[src/rtl/daa_feeder_if.sv]
// daa_feeder_if: element stream handshake (act/wgt with valid/ready) into the DAA feeder
interface daa_feeder_if;
  logic       in_valid;
  logic       in_ready;
  logic [3:0] act;
  logic [7:0] wgt;
  modport master (output in_valid, act, wgt, input in_ready);
  modport slave  (input in_valid, act, wgt, output in_ready);
endinterface

[src/rtl/daa_feeder.sv]
// daa_feeder: sequences act/wgt elements into radix-4 Booth digits, flush and done for a DAA MAC
module daa_feeder #(
  parameter int MAX_EP    = 9,
  parameter int FLUSH_CYC = 2
) (
  input  logic         clk,
  input  logic         rst,
  input  logic         start,
  input  logic [3:0]   len,
  daa_feeder_if.slave  in_if,
  output logic [3:0]   inpe,
  output logic [2:0]   w,
  output logic         nep,
  output logic [3:0]   epcount,
  output logic         pe_en,
  output logic         busy,
  output logic         done
);
  typedef enum logic [2:0] {IDLE, WAIT, SHIFT, FLUSH, DONE} state_t;
  localparam logic [3:0] MAX_N   = 4'(MAX_EP);
  localparam logic [2:0] FL_LAST = 3'(FLUSH_CYC - 1);
  state_t     state_q, state_d;
  logic [3:0] n_q, n_d, elem_q, elem_d, act_q, act_d;
  logic [7:0] wgt_q, wgt_d;
  logic [1:0] digit_q, digit_d;
  logic [2:0] flush_q, flush_d;
  logic       in_ready_q, in_ready_d, nep_q, nep_d, pe_en_q, pe_en_d, busy_q, busy_d, done_q, done_d;
  logic [3:0] inpe_q, inpe_d, epcount_q, epcount_d;
  logic [2:0] w_q, w_d;
  logic       take, last;
  always_comb begin
    take    = in_if.in_valid && in_ready_q;
    last    = elem_q + 4'd1 >= n_q;
    state_d = state_q;
    n_d     = n_q;
    elem_d  = elem_q;
    act_d   = act_q;
    wgt_d   = wgt_q;
    digit_d = digit_q;
    flush_d = flush_q;
    case (state_q)
      IDLE: if (start && len != 4'd0) begin
        state_d = WAIT;
        n_d     = len > MAX_N ? MAX_N : len;
        elem_d  = 4'd0;
      end
      WAIT: if (take) begin
        state_d = SHIFT;
        digit_d = 2'd0;
        act_d   = in_if.act;
        wgt_d   = in_if.wgt;
      end
      SHIFT: if (digit_q != 2'd3) begin
        digit_d = digit_q + 2'd1;
      end else if (take) begin
        elem_d  = elem_q + 4'd1;
        digit_d = 2'd0;
        act_d   = in_if.act;
        wgt_d   = in_if.wgt;
      end else if (!last) begin
        elem_d  = elem_q + 4'd1;
        state_d = WAIT;
      end else begin
        state_d = FLUSH;
        flush_d = 3'd0;
      end
      FLUSH: begin
        flush_d = flush_q + 3'd1;
        state_d = flush_q == FL_LAST ? DONE : FLUSH;
      end
      DONE:    state_d = IDLE;
      default: state_d = IDLE;
    endcase
    // outputs are decoded from the next state so every port comes straight from a flop
    in_ready_d = state_d == WAIT || (state_d == SHIFT && digit_d == 2'd3 && elem_d + 4'd1 < n_d);
    pe_en_d    = state_d == SHIFT || state_d == FLUSH;
    inpe_d     = pe_en_d ? act_d : 4'd0;
    epcount_d  = (state_d == IDLE || state_d == DONE) ? 4'd0 : elem_d;
    nep_d      = state_d == SHIFT && digit_d == 2'd3;
    w_d        = state_d != SHIFT  ? 3'd0 :
                 digit_d == 2'd0   ? {wgt_d[1:0], 1'b0} :
                 digit_d == 2'd1   ? wgt_d[3:1] :
                 digit_d == 2'd2   ? wgt_d[5:3] : wgt_d[7:5];
    busy_d     = state_d != IDLE;
    done_d     = state_d == DONE;
  end
  always_ff @(posedge clk or negedge rst) begin
    if (!rst) begin
      state_q    <= IDLE;
      n_q        <= '0;
      elem_q     <= '0;
      act_q      <= '0;
      wgt_q      <= '0;
      digit_q    <= '0;
      flush_q    <= '0;
      in_ready_q <= 1'b0;
      nep_q      <= 1'b0;
      pe_en_q    <= 1'b0;
      busy_q     <= 1'b0;
      done_q     <= 1'b0;
      inpe_q     <= '0;
      epcount_q  <= '0;
      w_q        <= '0;
    end else begin
      state_q    <= state_d;
      n_q        <= n_d;
      elem_q     <= elem_d;
      act_q      <= act_d;
      wgt_q      <= wgt_d;
      digit_q    <= digit_d;
      flush_q    <= flush_d;
      in_ready_q <= in_ready_d;
      nep_q      <= nep_d;
      pe_en_q    <= pe_en_d;
      busy_q     <= busy_d;
      done_q     <= done_d;
      inpe_q     <= inpe_d;
      epcount_q  <= epcount_d;
      w_q        <= w_d;
    end
  end
  assign in_if.in_ready = in_ready_q;
  assign inpe           = inpe_q;
  assign w              = w_q;
  assign nep            = nep_q;
  assign epcount        = epcount_q;
  assign pe_en          = pe_en_q;
  assign busy           = busy_q;
  assign done           = done_q;
endmodule

[src/flat_wrapper.sv]
// flat-port wrapper written by rule: the top's interface ports become plain ports
module daa_feeder_flat 
#(
  parameter int MAX_EP    = 9,
  parameter int FLUSH_CYC = 2
)
  (clk, rst, start, len, inpe, w, nep, epcount, pe_en, busy, done, in_if_in_valid, in_if_act, in_if_wgt, in_if_in_ready);
  daa_feeder_if in_if_i ();
  input  logic clk;
  input  logic rst;
  input  logic start;
  input  logic [3:0] len;
  output logic [3:0] inpe;
  output logic [2:0] w;
  output logic nep;
  output logic [3:0] epcount;
  output logic pe_en;
  output logic busy;
  output logic done;
  input wire logic [$bits(in_if_i.in_valid)-1:0] in_if_in_valid;
  input wire logic [$bits(in_if_i.act)-1:0] in_if_act;
  input wire logic [$bits(in_if_i.wgt)-1:0] in_if_wgt;
  output wire logic [$bits(in_if_i.in_ready)-1:0] in_if_in_ready;
  assign in_if_i.in_valid = in_if_in_valid;
  assign in_if_i.act = in_if_act;
  assign in_if_i.wgt = in_if_wgt;
  assign in_if_in_ready = in_if_i.in_ready;
  daa_feeder #(.MAX_EP(MAX_EP), .FLUSH_CYC(FLUSH_CYC)) u_core (.clk(clk), .rst(rst), .start(start), .len(len), .in_if(in_if_i), .inpe(inpe), .w(w), .nep(nep), .epcount(epcount), .pe_en(pe_en), .busy(busy), .done(done));
endmodule
[config.mk]
export PLATFORM = sky130hd
export DESIGN_NAME = daa_feeder_flat
export DESIGN_NICKNAME = d
export VERILOG_FILES = /design/src/rtl/daa_feeder_if.sv /design/src/rtl/daa_feeder.sv /design/src/flat_wrapper.sv
export SDC_FILE = /design/constraint.sdc
export NUM_CORES = 1
export LEC_CHECK = 0
export BUFFER_PORTS_ARGS = -buffer_cell sky130_fd_sc_hd__buf_2
export CAP_MARGIN = 15
export CORE_AREA = 3 3 79 66
export DETAILED_ROUTE_END_ITERATION = 8
export DIE_AREA = 0 0 82 69
export PLACE_DENSITY_LB_ADDON = 0.3
export SLEW_MARGIN = 30
export SYNTH_ARGS = -nofsm -noshare
export SYNTH_HDL_FRONTEND = slang
export SYNTH_SLANG_ARGS = --single-unit
[constraint.sdc]
create_clock -name clk -period 2.8 [get_ports clk]
set_input_delay 0.14 -clock clk [delete_from_list [all_inputs] [get_ports clk]]
set_output_delay 0.14 -clock clk [all_outputs]
set_load 0.05 [all_outputs]
* After elaboration in Yosys (flattened, before gate mapping)
Index checks and enable logic that the tools add are counted.
** Cells by class
- $add $sub $neg :: 4
- Order comparisons :: 3
- Eq/ne operators :: 16
- Multiplexer cells :: 34
- Reductions and logical operators :: 14
** Operators by type and width (count)
- 2-to-1 mux 4 bit :: 11
- 2-to-1 mux 3 bit :: 12
- 2-to-1 mux 8 bit :: 2
- case mux 4 bit (2 select lines) :: 2
- case mux 8 bit (2 select lines) :: 1
- == test 3 x 2 -> 1 bit (second input constant) :: 4
- case mux 3 bit (4 select lines) :: 1
- == test 3 x 1 -> 1 bit (second input constant) :: 3
- adder 4 x 1 -> 4 bit (second input constant) :: 2
- zero test 3 bit :: 2
- 2-to-1 mux 2 bit :: 3
- inequality test 2 bit (second input constant) :: 3
- case mux 3 bit (2 select lines) :: 1
- == test 2 bit (second input constant) :: 2
- >= comparator 4 bit :: 1
- > comparator 4 bit (second input constant) :: 1
- logical AND 1 bit :: 4
- < comparator 4 bit :: 1
- case mux 2 bit (2 select lines) :: 1
- AND reduction 4 bit :: 1
- nonzero test 4 bit :: 1
- adder 3 x 1 -> 3 bit (second input constant) :: 1
- == test 3 bit (second input constant) :: 1
- logical OR 1 bit :: 3
- other kinds (7) :: 7
** Storage, ports and cells
- Register bits :: 44
- Input bits :: 20
- Output and inout bits :: 16
- Word-level logic and storage cells :: 86

* Depth between registers and ports, before layout
- Word-level depth :: 10
- Gate-level depth with buffers :: 15
- Depth with buffers taken out :: 15

* Worst setup path before layout
OpenSTA, ideal clock, no wires.
- Path type :: register -> register
- Start point :: reg u_core.elem_q[0]
- End point :: reg u_core.in_ready_q, in the netlist u_core.in_if.in_ready
- Setup time :: 0.110 ns
- Arrival time :: 2.912 ns
- Data required time :: 2.690 ns
- Slack :: -0.222 ns
- Cell stages (with the launch flop) :: 13
- Path buffers :: 0
- Clock period less this slack :: 3.022 ns
- Cell sequence :: dfrtp_1 -> ha_1 -> ha_1 -> o211ai_1 -> o21ai_1 -> a211oi_1 -> mux2i_1 -> o21ai_1 -> xnor2_1 -> ha_1 -> nor4_1 -> nand2_1 -> o41ai_1
** On the way
- Word-level cells in the longest chain between the ends :: 10
- Elaborated cells between the ends (all ways) :: 18
- Classes of those cells :: add/sub (2); order compare (2); eq/ne (2); mux (9); reduce/logical (3)
** RTL lines
- start, declared :: RTL line daa_feeder.sv:23 : logic [3:0] n_q, n_d, elem_q, elem_d, act_q, act_d;
- start signal, assigned :: RTL line daa_feeder.sv:107 : elem_q <= elem_d;
- adder 4 x 1 -> 4 bit * :: RTL line daa_feeder.sv:33, daa_feeder.sv:56, daa_feeder.sv:61
- >= comparator 4 bit :: RTL line daa_feeder.sv:33 : last = elem_q + 4'd1 >= n_q;
- 2-to-1 mux 4 bit :: RTL line daa_feeder.sv:60 : end else if (!last) begin
- 2-to-1 mux 4 bit * :: RTL line daa_feeder.sv:55 : end else if (take) begin
- 2-to-1 mux 4 bit * :: RTL line daa_feeder.sv:53 : SHIFT: if (digit_q != 2'd3) begin
- case mux 4 bit (2 select lines) * :: RTL line daa_feeder.sv:41 : case (state_q)
- via u_core.elem_d[2] :: RTL line daa_feeder.sv:23
- adder 4 x 1 -> 4 bit * :: RTL line daa_feeder.sv:75 : in_ready_d = state_d == WAIT || (state_d == SHIFT && digit_d == 2'd3 && elem_d + 4'd1 < n_d);
- < comparator 4 bit * :: RTL line daa_feeder.sv:75
- logical AND 1 bit * :: RTL line daa_feeder.sv:75
- logical OR 1 bit * :: RTL line daa_feeder.sv:75
- via u_core.in_ready_d :: RTL line daa_feeder.sv:27 : logic in_ready_q, in_ready_d, nep_q, nep_d, pe_en_q, pe_en_d, busy_q, busy_d, done_q, done_d;
- end signal, assigned :: RTL line daa_feeder.sv:112 : in_ready_q <= in_ready_d;
- end, declared :: RTL line daa_feeder.sv:27
The timed path passes the listed nets; every way through them passes the cells marked *.
A chain may end at the register's enable or synchronous reset.

* Worst setup path after layout
- Start point :: reg u_core.elem_q[0]
- End point :: reg u_core.in_ready_q, in the netlist u_core.in_if.in_ready
** On the way
- Word-level cells in the longest chain between the ends :: 10
- Elaborated cells between the ends (all ways) :: 18
- Classes of those cells :: add/sub (2); order compare (2); eq/ne (2); mux (9); reduce/logical (3)
** RTL lines (RTL line)
- adder 4 x 1 -> 4 bit :: daa_feeder.sv:33, daa_feeder.sv:56, daa_feeder.sv:61
- >= comparator 4 bit :: daa_feeder.sv:33
- 2-to-1 mux 4 bit or 2-to-1 mux 2 bit (tied branches) :: daa_feeder.sv:60
- 2-to-1 mux 4 bit or 2-to-1 mux 3 bit (tied branches) :: daa_feeder.sv:55
- 2-to-1 mux 4 bit or 2-to-1 mux 3 bit (tied branches) :: daa_feeder.sv:53
- case mux 4 bit (2 select lines) or case mux 3 bit (4 select lines) (tied branches) :: daa_feeder.sv:41
- adder 4 x 1 -> 4 bit or == test 3 x 2 -> 1 bit (tied branches) :: daa_feeder.sv:75
- < comparator 4 bit or logical AND 1 bit (tied branches) :: daa_feeder.sv:75
- logical AND 1 bit :: daa_feeder.sv:75
- logical OR 1 bit * :: daa_feeder.sv:75
- via u_core.in_ready_d :: daa_feeder.sv:27
Marked as above.

==> impl_results.md <==
- Hold Crit Depth: 2
- WL/cell: between 15 and 20 µm
- Layout area overhead: 30.8%
- Port Buffers: 35
- Final cell count without fillers: about 330
- # DRC: 0
- Starting DRT DRC Count: 100
- Max VDD drop: 0.000786 V
- Worst setup margin: -123 ps
- CP required: roughly 3000 ps
- Hold worst-path end: u_core.wgt_q[7]$_DFF_PN0_
- Clock-pin slew on the worst setup and hold paths: ~90 ps
- Synth Area in Compound Gates: 0.124
- Share of cells above drive strength 1: 0.400
- Post-synthesis mux area share: 0.0991
- Fin crit period: approximately 3000 ps
- CTS tree: yes
- Slew @ Worst Pin: about 550 ps
- Syn nets: 230
- # rows: 22
- Post-synthesis xor/xnor area fraction: 0.0279
- Util after Layout: 0.637
- Library cells used by synthesis: 46
- Initial antenna violation count: 0
- Max-cap check violation count: 0
- Die X: between 80 and 90 µm
- Crit path launch type: register
- Worst hold start: in_if_wgt[7]
- Internal: 0.00185 W
- LEAKAGE: between 1 and 1.5 nW
- Cells after DPL: between 300 and 400
- Clock buffer count from CTS: 5
- Total track usage: 0.184
- Core Region: ~4500 µm²
- Most frequent cells in the layout: dfrtp_1 (42), buf_2 (34), buf_4 (29)
- Sw Pwr: roughly 0.0013 W
- DRT Pass-1 Iters: 4
- Root buffer cell: clkbuf_8
- Min-delay worst type: in -> reg
- CP Cell Sequence: buf_4 > ha_1 > nor3b_2 > o21ai_2 > a21oi_4 > buf_4 > and3b_1 > o21ai_2 > xnor2_1 > ha_1 > nor4_2 > buf_4 > nand2_1 > o41ai_2
- Ant. Diodes: 0
- Die Area: about 5700 µm²
- Tot Pwr: 0.00319 W
- Worst stage delay on the critical path: 460 ps
- Top post-synthesis cells by area: dfrtp_1 (50%), ha_1 (6.8%), mux2_2 (6.7%)
- Mean post-synth cell area: 11.1 µm²
- Largest family of logic cells by synthesized area: simple AND/OR/NAND/NOR gates
- Simple-Gate Fraction of Synth Area: 0.139
- Clk pwr share: 0.159
- Die Y: roughly 70 µm
- CTS max path bufs: 2
- Register bit total from synthesis: between 40 and 50
- Sequential cell fraction of total power: 0.315
- Reg2reg end: u_core.in_if.in_ready$_DFF_PN0_
- Final Max Slew Viols: 0
- Layout net count: 296
- Cell count after synthesis: 198
- Mapped cell area: 2200 µm²
- DRT antenna net count: 0
- Final instance area: about 2900 µm²
- Critical path class: reg -> reg
- Crit. End Element: register
- Vias/cell: between 5 and 6
- Pin count of the biggest net entering global routing: 45
- Global route overflow: 0
- Comb pwr share: 0.526
- Commonest non-fill, non-tap cell in the layout: dfrtp_1
- # IOs: 36
- Failing checks: negative setup slack
- Worst EP arrival: 3130 ps
- Yosys top cell area share: 0.501
- Seq/Total Area, Yosys: 0.501
- Crit path top cell by count: buf_4
- Synth Area in Adders: 0.0683
- Pwr per Cell Area: approximately 1100 nW/µm²
- Max frequency: approximately 340 MHz
- Critical path's slowest cell: dfrtp_2
- Main synth FF type: dfrtp_1
- Period Utilization, post-route: 1.04
- YS warnings: 0
- Post-synth EDFFs: 0
- Sw Share: 0.418
- Via count: approximately 1700
- Largest fanout on the critical path: 4
- RD Place Congestion: between 0.8 and 0.9
- Vias in the first global route: 1634
- Routed WL: 4950 µm
- R2R Path Start: u_core.elem_q[0]$_DFF_PN0_
- Final hold violations: 0
- Post-DP HPWL: about 3400 µm
- Worst-Skew Late Latency: 310 ps
- Unrepaired setup endpoints after global routing: yes
- CTS H-tree depth: 2
- Initial core utilization: 0.487
- Async S/R FF share, synth: 1.00
- CTS Sinks: 44
- First-pass GRT wire length: between 7000 and 8000 µm
- Status: complete, but fails checks
- Flop2flop setup slack: -120 ps
- Relative slew slack: 0.637
- Cell taking the most area after synthesis: dfrtp_1
- Max Clock Skew: roughly 7.6 ps
- DP Area: between 2000 and 3000 µm²
- Finish-stage setup viols: 1
- R2R depth: 14
==> what timing repair did <==
item / in CTS / in global routing
cloned: 0 / 0
endpoints found under the setup margin: 1 / 5
hold buffers: 1 / 0
buffers inserted: 4 / 3
endpoints found under the hold margin: 44 / 0
gates resized for setup: 12 / 3
pin swaps: 7 / 2
==> Yosys cell counts (all sizes together), types with 2 or more instances <==
cell type / instances
a22o: 2
mux2i: 3
and2b: 2
nand2b: 3
xnor2: 3
nor2b: 2
nand3: 5
mux2: 14
dfrtp: 44
a21oi: 4
ha: 12
buf: 5
o21a: 4
a21o: 2
nor3: 2
and2: 5
inv: 15
nand2: 18
o211ai: 3
o22ai: 2
o41ai: 2
o21ai: 11
nor2: 13
xor2: 4
a211oi: 3
nand3b: 3
==> per-layer routing <==
| layer | track usage | part of all wire |
|---|---|---|
| met5 | 0 | 0 |
| met4 | 0.0590 | 0.017 |
| met3 | 0.0601 | 0.047 |
| met2 | 0.268 | 0.46 |
| met1 | 0.257 | 0.47 |
==> critical path: cells and delay by family (launching register included) <==
kind | cells | cell delay [ps]
xor gates and xnor gates | 1 | 130
buffers and inverters | 3 | 470
and+or+nand+nor | 4 | 650
DFF | 1 | 460
AOI/OAI and AO/OA | 4 | 620
adders and majority gates | 2 | 490
==> power groups by stage <==
stage                     clock (W)  combinational (W)  sequential, W
final                      0.000506            0.00168        0.00101
after global routing       0.000540            0.00181        0.00103
after CTS                  0.000511            0.00163        0.00100
after detailed placement          0            0.00154        0.00101
after global placement            0            0.00152        0.00100
after floorplan                   0           0.000846        0.00125
==> per-stage QoR <==
step | setup slack, ps | setup TNS (ps) | hold WS [ps]
after floorplan | 11.8 | 0 | -156
after global placement | -116 | -116 | 352
after detailed placement | -120 | -120 | 176
after CTS | -69.7 | -69.7 | 72.6
after global routing | -251 | -273 | 68.2
final | -123 | -123 | 67.9
==> worst max path at each step <==
| stage | to | slack [ps] | cells past startpoint | start |
|---|---|---|---|---|
| 6_report | u_core.in_if.in_ready$_DFF_PN0_ | -120 | 14 | u_core.elem_q[0]$_DFF_PN0_ |
| 5_1_grt | u_core.in_if.in_ready$_DFF_PN0_ | -250 | 15 | u_core.elem_q[0]$_DFF_PN0_ |
| 4_1_cts | u_core.in_if.in_ready$_DFF_PN0_ | -70 | 14 | u_core.elem_q[0]$_DFF_PN0_ |
| 3_5_place_dp | u_core.in_if.in_ready$_DFF_PN0_ | -120 | 12 | u_core.elem_q[1]$_DFF_PN0_ |
| 3_3_place_gp | u_core.in_if.in_ready$_DFF_PN0_ | -120 | 12 | u_core.elem_q[1]$_DFF_PN0_ |
| 2_1_floorplan | u_core.in_if.in_ready$_DFF_PN0_ | 10 | 12 | u_core.elem_q[1]$_DFF_PN0_ |
==> registers in the layout, summed over array words and instances, names as in the netlist <==
signal and flops:
u_core.flush_q 3, u_core.digit_q 2, u_core.act_q 4, u_core.elem_q 4
u_core.in_if.in_ready 1, u_core.done 1, u_core.wgt_q 8, u_core.inpe 4
u_core.nep 1, u_core.pe_en 1, u_core.busy 1, u_core.epcount 4
u_core.w 3, u_core.state_q 3, u_core.n_q 4
==> cells by family (layout without fill, tap and decap cells) <==
logic type	Yosys count	in the layout
compound gates	38	38
fa+ha+maj	12	12
simple gates	59	59
flops	44	44
buf+inv	20	87
mux	18	18
xor+xnor	7	7
==> cell type report <==
class / count / area [µm²]
tap: 60 / 75.1
sequential: 44 / 1100
inverter: 15 / 56.3
fill: 378 / 1640
clock buffer: 5 / 68.8
multi-input combinational: 134 / 1130
clock inverter: 3 / 46.3
timing repair buffer: 64 / 398
Power figures use the tool's default switching activity.
